File: src/rtl/axi_write_arbiter.sv
// AXI write-path sequencer: round-robin AW arbitration between two masters,
// slave decode on the winner's address, and AW/W/B phase routing with a
// per-phase watchdog that aborts a stalled transaction.
module axi_write_arbiter #(
    parameter int ADDR_WIDTH = 32,
    parameter int TIMEOUT    = 1023,
    parameter int CNT_WIDTH  = 10
) (
    input  logic                  clk,
    input  logic                  rst,
    input  logic                  AWVALID_M0,
    input  logic [ADDR_WIDTH-1:0] AWADDR_M0,
    input  logic                  AWVALID_M1,
    input  logic [ADDR_WIDTH-1:0] AWADDR_M1,
    input  logic                  AWREADY_SEL,
    input  logic                  WVALID_SEL,
    input  logic                  WREADY_SEL,
    input  logic                  WLAST_SEL,
    input  logic                  BVALID_SEL,
    input  logic                  BREADY_SEL,
    output logic [1:0]            grant_m,
    output logic [3:0]            slave_sel,
    output logic                  aw_en,
    output logic                  w_en,
    output logic                  b_en,
    output logic                  busy,
    output logic                  timeout_err
);

    typedef enum logic [1:0] {IDLE, ADDR, DATA, RESP} state_t;

    localparam logic [CNT_WIDTH-1:0] TIMEOUT_CNT = CNT_WIDTH'(TIMEOUT);

    state_t               state;
    logic [CNT_WIDTH-1:0] wd_cnt;
    logic                 prio_m1;      // 1: M1 wins a tie, 0: M0 wins a tie

    logic pick_m1;
    logic aw_valid_g;
    logic phase_hs;
    logic expired;
    logic unused_addr;

    // Map the 64 KiB region index onto the one-hot slave route.
    function automatic logic [3:0] decode_slave(input logic [ADDR_WIDTH-1:0] addr);
        case (addr[31:16])
            16'h0000: return 4'b0001;
            16'h0001: return 4'b0010;
            16'h0002: return 4'b0100;
            default:  return 4'b1000;
        endcase
    endfunction

    // Only the region bits steer routing; the rest of the address is data.
    assign unused_addr = ^{AWADDR_M0, AWADDR_M1};

    // Winner selection and per-phase handshake detection.
    always_comb begin
        pick_m1    = AWVALID_M1 & (~AWVALID_M0 | prio_m1);
        aw_valid_g = grant_m[1] ? AWVALID_M1 : AWVALID_M0;
        phase_hs   = 1'b0;
        case (state)
            ADDR:    phase_hs = aw_valid_g & AWREADY_SEL;
            DATA:    phase_hs = WVALID_SEL & WREADY_SEL;
            RESP:    phase_hs = BVALID_SEL & BREADY_SEL;
            default: phase_hs = 1'b0;
        endcase
        expired = (TIMEOUT != 0) && (wd_cnt == TIMEOUT_CNT);
    end

    // Transaction FSM; every output is a register updated with the state.
    always_ff @(posedge clk or negedge rst) begin
        if (!rst) begin
            state       <= IDLE;
            wd_cnt      <= '0;
            prio_m1     <= 1'b0;
            grant_m     <= 2'b00;
            slave_sel   <= 4'b0000;
            aw_en       <= 1'b0;
            w_en        <= 1'b0;
            b_en        <= 1'b0;
            busy        <= 1'b0;
            timeout_err <= 1'b0;
        end else begin
            timeout_err <= 1'b0;
            if (state == IDLE) begin
                if (AWVALID_M0 | AWVALID_M1) begin
                    state     <= ADDR;
                    grant_m   <= pick_m1 ? 2'b10 : 2'b01;
                    slave_sel <= decode_slave(pick_m1 ? AWADDR_M1 : AWADDR_M0);
                    aw_en     <= 1'b1;
                    busy      <= 1'b1;
                    wd_cnt    <= '0;
                end
            end else if (phase_hs) begin
                // A handshake is progress, even on the cycle the watchdog expires.
                wd_cnt <= '0;
                case (state)
                    ADDR: begin
                        state <= DATA;
                        aw_en <= 1'b0;
                        w_en  <= 1'b1;
                    end
                    DATA: begin
                        if (WLAST_SEL) begin
                            state <= RESP;
                            w_en  <= 1'b0;
                            b_en  <= 1'b1;
                        end
                    end
                    default: begin
                        state     <= IDLE;
                        grant_m   <= 2'b00;
                        slave_sel <= 4'b0000;
                        b_en      <= 1'b0;
                        busy      <= 1'b0;
                        prio_m1   <= grant_m[0];
                    end
                endcase
            end else if (expired) begin
                // Abort the stalled transaction and hand priority to the other master.
                state       <= IDLE;
                grant_m     <= 2'b00;
                slave_sel   <= 4'b0000;
                aw_en       <= 1'b0;
                w_en        <= 1'b0;
                b_en        <= 1'b0;
                busy        <= 1'b0;
                timeout_err <= 1'b1;
                prio_m1     <= grant_m[0];
                wd_cnt      <= '0;
            end else begin
                wd_cnt <= wd_cnt + 1'b1;
            end
        end
    end

endmodule

File: config.mk
export PLATFORM = sky130hd
export DESIGN_NAME = axi_write_arbiter
export DESIGN_NICKNAME = d
export VERILOG_FILES = /design/src/rtl/axi_write_arbiter.sv
export SDC_FILE = /design/constraint.sdc
export NUM_CORES = 1
export LEC_CHECK = 0
export CORE_AREA = 5 5 78 80
export DETAILED_ROUTE_END_ITERATION = 8
export DIE_AREA = 0 0 83 85
export REMOVE_ABC_BUFFERS = 1
export SKIP_CTS_REPAIR_TIMING = 1
export SYNTH_ARGS = -nofsm -noshare
export SYNTH_HDL_FRONTEND = slang
export SYNTH_SLANG_ARGS = --single-unit
export TNS_END_PERCENT = 5
File: constraint.sdc
create_clock -name clk -period 2.23 [get_ports clk]
set_input_delay 0.5575 -clock clk [delete_from_list [all_inputs] [get_ports clk]]
set_output_delay 0.5575 -clock clk [all_outputs]
set_load 0.01 [all_outputs]
* After elaboration in Yosys (flattened, before gate mapping)
Cells that the tools add are included.
** Storage, ports and cells
- Output and inout bits :: 11
- Bits in read-only memories :: 0
- Bits in latches :: 0
- Bits in writable memories :: 0
- Memories kept :: 0
- Bits in registers :: 24
** Operators by class
- Multiplexer cells :: 44
- $add $sub $neg :: 1
- Bitwise operators :: 8
- Shift-type cells :: 0
- Div/mod/pow operators :: 0
- Reductions and logical operators :: 11
- Multiply operators :: 0
- Equal/unequal tests :: 14
- Order comparisons :: 0
** Operators with widths (count)
- $mux 10 :: 4
- $mux 32 :: 1
- $mux 2 :: 10
- $mux 4 :: 5
- $mux 1 :: 19
- $eq 16x1->1 const B :: 1
- $eq 16x2->1 const B :: 1
- $logic_not 16->1 :: 1
- $pmux 4 s3 :: 1
- $reduce_and 3->1 :: 4
- $add 10x1->10 const B :: 1
- $eq 10x10->1 const B :: 1
- $reduce_and 4->1 :: 2
- $ne 3x1->1 const B :: 2
- $and 1x1->1 :: 4
- $eq 2x2->1 const B :: 2
- $ne 2x2->1 const B :: 2
- $ne 4x4->1 const B :: 1
- $pmux 1 s2 :: 2
- $pmux 2 s2 :: 1
- $ne 3x2->1 const B :: 1
- $ne 3x3->1 const B :: 1
- $pmux 1 s3 :: 1
- $reduce_bool 3->1 :: 1
- 7 further kinds :: 9

* Longest topological paths before layout
Gate-level depths: netlist of the first run.
- Depth after elaboration :: 8
- Gate-level depth with buffers :: 9

* Worst setup path before layout of the first run
No wires, ideal clock.
- Path type :: reg2reg
- From :: register state[0]
- To :: register slave_sel[2]
- Period minus slack after synthesis :: 1.989 ns
- Buffers on the path :: 0
- Setup slack :: 0.241 ns
- Arrival :: 1.865 ns
- Data required time :: 2.106 ns
- Cell stages (with the launch flop) :: 8
- Cells stage by stage :: dfrtp_1 inv_1 ha_1 nand3_1 o211ai_1 and2_4 a211o_4 a211o_1
** Between the ends
- Longest elaborated chain between the ends :: 4
- Elaborated cells between the ends (all ways) :: 12
- Those cells by class :: eq/ne (5); mux (3); reduce/logical (4)
** RTL lines
- start, declared :: line 34 : state_t state;
- start signal, assigned :: line 74 : state <= IDLE;
- start signal, assigned :: line 88 : state <= ADDR;
- start signal, assigned :: line 100 : state <= DATA;
- $eq 2x2->1, or another cell as far along :: line 62 : case (state)
- $pmux 1 s3 / $reduce_or 2->1 (equally long branches)
- $ne 3x2->1 (no source line), or another cell as far along
- $reduce_and 3->1 (no source line) / $mux 4 (equally long branches)
- end signal, assigned :: line 90 : slave_sel <= decode_slave(pick_m1 ? AWADDR_M1 : AWADDR_M0);
- end, declared :: line 22 : output logic [3:0] slave_sel,
Several ways; a longest one is shown, not always the timed one.
A chain may end at the register's enable or synchronous reset.

* Final worst setup path of the first run
- From :: input AWVALID_M1
- To :: register prio_m1
** Between the ends
- Longest elaborated chain between the ends :: 5
- Elaborated cells between the ends (all ways) :: 7
- Those cells by class :: eq/ne (1); mux (3); bitwise (1); reduce/logical (2)
** RTL lines
- start, declared :: line 13 : input logic AWVALID_M1,
- $mux 1 (*) :: line 60 : aw_valid_g = grant_m[1] ? AWVALID_M1 : AWVALID_M0;
- $and 1x1->1 (*) :: line 63 : ADDR: phase_hs = aw_valid_g & AWREADY_SEL;
- $pmux 1 s3 (*) :: line 62
- $ne 2x2->1 (no source line) / $reduce_bool 2->1 (equally long branches)
- $reduce_and 3->1 (no source line)
- end signal, assigned :: line 117 : prio_m1 <= grant_m[0];
- end signal, assigned :: line 130 : prio_m1 <= grant_m[0];
- end, declared :: line 36 : logic prio_m1;
Mark *: on every way between the ends. The rest lies on a longest branch, timed or not.

==> results of run 1 <==
## cell usage after synthesis (all sizes together)
cell,count
xnor2,1
o2111ai,1
a32oi,1
or3,1
nand4,3
o22a,1
a21o,1
o21ai,12
clkbuf,2
nand2b,1
o2bb2ai,1
dfrtp,24
inv,7
a211oi,4
nor2b,1
buf,2
o32a,1
and3,4
o21a,1
nand2,13
o211ai,1
nor3b,2
nor4,7
and4,3
a211o,2
a21oi,7
nor3,4
nor2,12
o31ai,1
mux2,3
ha,6
o22ai,3
nand3,8
and2,2
a221o,1
a22o,5
mux2i,2
## flip-flops by register name, indices dropped and copies added, names as in the netlist
signal / flops
grant_m: 2
wd_cnt: 10
state: 2
aw_en: 1
w_en: 1
b_en: 1
prio_m1: 1
timeout_err: 1
busy: 1
slave_sel: 4
## report_power, final
| group | internal (mW) | switching (mW) |
|---|---|---|
| Combinational | 0.563 | 0.539 |
| Clock | 0.121 | 0.136 |
| Sequential | 0.548 | 0.0868 |
## worst register-to-register path, delay by kind of cell, from the launching register on
kind                     cells  cell delay [ns]
buffers and inverters        1             0.08
flip-flops                   1             0.40
AND/OR/NAND/NOR              2             0.39
AO/OA/AOI/OAI                3             0.85
adder cells (fa/ha/maj)      1             0.26
## worst paths after layout
check	startpoint	end	slack, ns
setup / recovery	AWVALID_M1	prio_m1$_DFFE_PN0P_	0.13
hold / removal	wd_cnt[6]$_DFFE_PN0N_	wd_cnt[6]$_DFFE_PN0N_	0.48
setup reg to reg	state[0]$_DFFE_PN0P_	slave_sel[2]$_DFFE_PN0P_	0.15
hold reg to reg	wd_cnt[6]$_DFFE_PN0N_	wd_cnt[6]$_DFFE_PN0N_	0.48
max in group asynchronous	rst	wd_cnt[1]$_DFFE_PN0N_	1.33
min in group asynchronous	rst	aw_en$_DFFE_PN0P_	0.64
## through the flow
step | cell area (um2) | cells
finish | 2180 | 290
global route | 2180 | 290
CTS | 2170 | 289
detailed placement | 2130 | 286
global placement | 2130 | 286
floorplan | 1400 | 147
## kinds of logic (layout without fill, tap and decap cells)
| group | Yosys count | in the layout | share of synthesized area |
|---|---|---|---|
| compound gates | 43 | 43 | 0.218 |
| xor+xnor | 1 | 1 | 0.00615 |
| fa+ha+maj | 6 | 6 | 0.0527 |
| buf+inv | 11 | 78 | 0.0325 |
| flops | 24 | 24 | 0.422 |
| mux | 5 | 5 | 0.0378 |
| simple gates | 61 | 61 | 0.231 |
## final cells by class
cell class              count  share of cell area
multi-input cells         116               0.357
repair buffers             68               0.294
flip-flops and latches     24               0.276
well taps                  72              0.0414
clock buffers               3              0.0190
inverters                   7              0.0121
## layer usage
metal  vias to the layer above  track usage
met2                        19        0.215
li1                        706            -
met4                         0       0.0312
met5                         -            0
met1                       673        0.139
met3                         3       0.0243
==> out/metrics.sh, run 1 <==
STARTPOINT_TYPE='input pin'
SYNTH_TOP_CELLS_BY_AREA='dfrtp_1 42%, ha_1 5.3%, nand2_1 3.4%'
FINALWEIGHTEDCONGESTION=0.771
RUN_STATUS='completed'
NUMCTSBUFFERS=3
NETLIST_AREA_UM2=1420
INITIAL_CORE_UTIL=0.267
LAYOUT.FILLER_CELLS=581
CRITICAL_PATH_DEPTH=6
GRT_MAX_DEGREE=25
CPMAXSTAGEDELAYCELL='clkdlybuf4s50_1'
SYNTH_SEQUENTIAL_AREA_RATIO=0.422
CAP_VIOLATIONS=0
SYNTH_REGISTER_BITS=24
CRITPATHBUFINV=1
INSERTION_DELAY_NS=0.27
IOPINCOUNT=85
SYNTHTOLAYOUTAREAGROWTH_PCT=52.8
FINAL_PERIOD_MINUS_WORST_SETUP_SLACK_NS=2.10
FINALCRITPERIODSHARE=0.941
WORSTPATHARRIVAL_NS=2.25
FINAL.SETUP.WORST_SLACK_NS=0.131
ANTENNADIODECOUNT=0
DETAILEDPLACEMENTHPWL_UM=3280
DETAILROUTE.VIA_COUNT=1401
MULTI_INPUT_COMB_AREA_UM2=777
GLOBALROUTETOTALUTIL=0.117
PORTBUFFERS=52
POST_DRT_VIA_CELL_RATIO=4.83
SETUP-TNS-FINAL_NS=0
NUM_ROWS=27
YOSYS.CELL_TYPES.COUNT=46
HP-CLASS='reg -> reg'
CLKTRANSATPATHREGS_NS=0.08
FLOORPLAN.DIE.HEIGHT_UM=85
HOLD_VIOL_FINAL=0
DESIGN_POWER_TOTAL_mW=1.99
WORST_PATH_LARGEST_CELL_DELAY_NS=0.49
PLACEMENT.SETUP.WORST_SLACK_NS=-0.164
HOLD-WORST-SLACK_NS=0.484
CLOCK_SINKS=24
CTS-ROOT-TO-SINK-BUFFERS=2
SETUP_VIOL=0
LAYOUT.CELLS.MOST_COMMON_LIST='52 x clkdlybuf4s50_1, 24 x dfrtp_1, 16 x buf_4, 13 x nand2_1, 11 x nor2_1'
CRITICAL_PATH.CELL_CHAIN='clkdlybuf4s50_1 -> mux2i_1 -> o211ai_1 -> nor2_1 -> a211oi_2 -> mux2_1'
DIE_X_UM=83
DRT-PASS1-ITER-COUNT=4
WORSTHOLDPATHCELLS=1
WIRE_LENGTH_OF_THE_FIRST_GLOBAL_ROUTING_PASS_UM=6840
SEQCELLAREA_UM2=601
TIMING_WORST_SLEW_PIN_VALUE_NS=0.360
CORE-AREA_UM2=5340
ROUTE.DETAILED.DRC=0
DRT-MET1-WL_UM=1750
SYN-MEAN-INSTANCE-AREA_UM2=9.43
CLOCK_TREE.ROOT_CELL='clkbuf_8'
ENDPOINT_KIND='register'
NNETSFINAL=300
FMAXACHIEVABLE_MHz=476
OVERFLOW_LEFT_AFTER_GLOBAL_ROUTING=0
FRACTION_OF_FINAL_LAYOUT_CELLS_WITH_DRIVE_STRENGTH_GREATER_THAN_1=0.124
WIRE_PER_INST_UM=14.2
ANTENNA_FOUND_INITIAL=0
WL_MET3_UM=155
RSZ_0062_RAISED_AFTER_GLOBAL_ROUTING='false'
ROUTED_WL_UM=4120
FINALCLOCKSKEW_NS=0.00380
CLOCK_TREE.HTREE_LEVEL_COUNT=1
PATH_DELAY_FAMILY='compound AO/OA/AOI/OAI gates'
LAYOUT_COMMONEST_CELL='clkdlybuf4s50_1'
WORST-SETUP-PATH-TYPE='in -> reg'
WORST_IR_DROP_VDD_mV=0.337
SLEW_VIOLATIONS=0
DETAILEDROUTE.FIRSTITERATIONVIOLATIONS=61
SYNTH_WARNINGS=0
CRITICAL_PATH_RT_NS=2.38
DIE_AREA_UM2=7060
SYN-INSTANCE-COUNT=151
GRT_PASS1_VIAS=1463
LEAKAGE_nW=0.925
MET2_LENGTH_UM=2190
SYNTH_TOP_CELL_BY_AREA='dfrtp_1'
CRITPATHMAXFANOUT=4
CLOCK_TREE_FROM_TRITONCTS='yes'
UTILIZATION=0.408
AREA_FRACTION_OF_THE_DOMINANT_CELL_TYPE_AFTER_SYNTHESIS=0.422
R2R.WORST_PATH.CELLS=7
POWER.DENSITY_CELL_AREA_nW_PER_UM2=917
ANT_NETS=0
RELSLEWSLACK=0.758
ROUTE.TOP_LAYER_USED='met4'
(Power assumes the default switching activity.)
==> inputs of run 2 (changes only) <==
ABC_CLOCK_PERIOD_IN_PS = 2230   (was unset)
==> results of run 2 <==
Same layout as run 1: the final DEF is identical, and so are final timing and power.
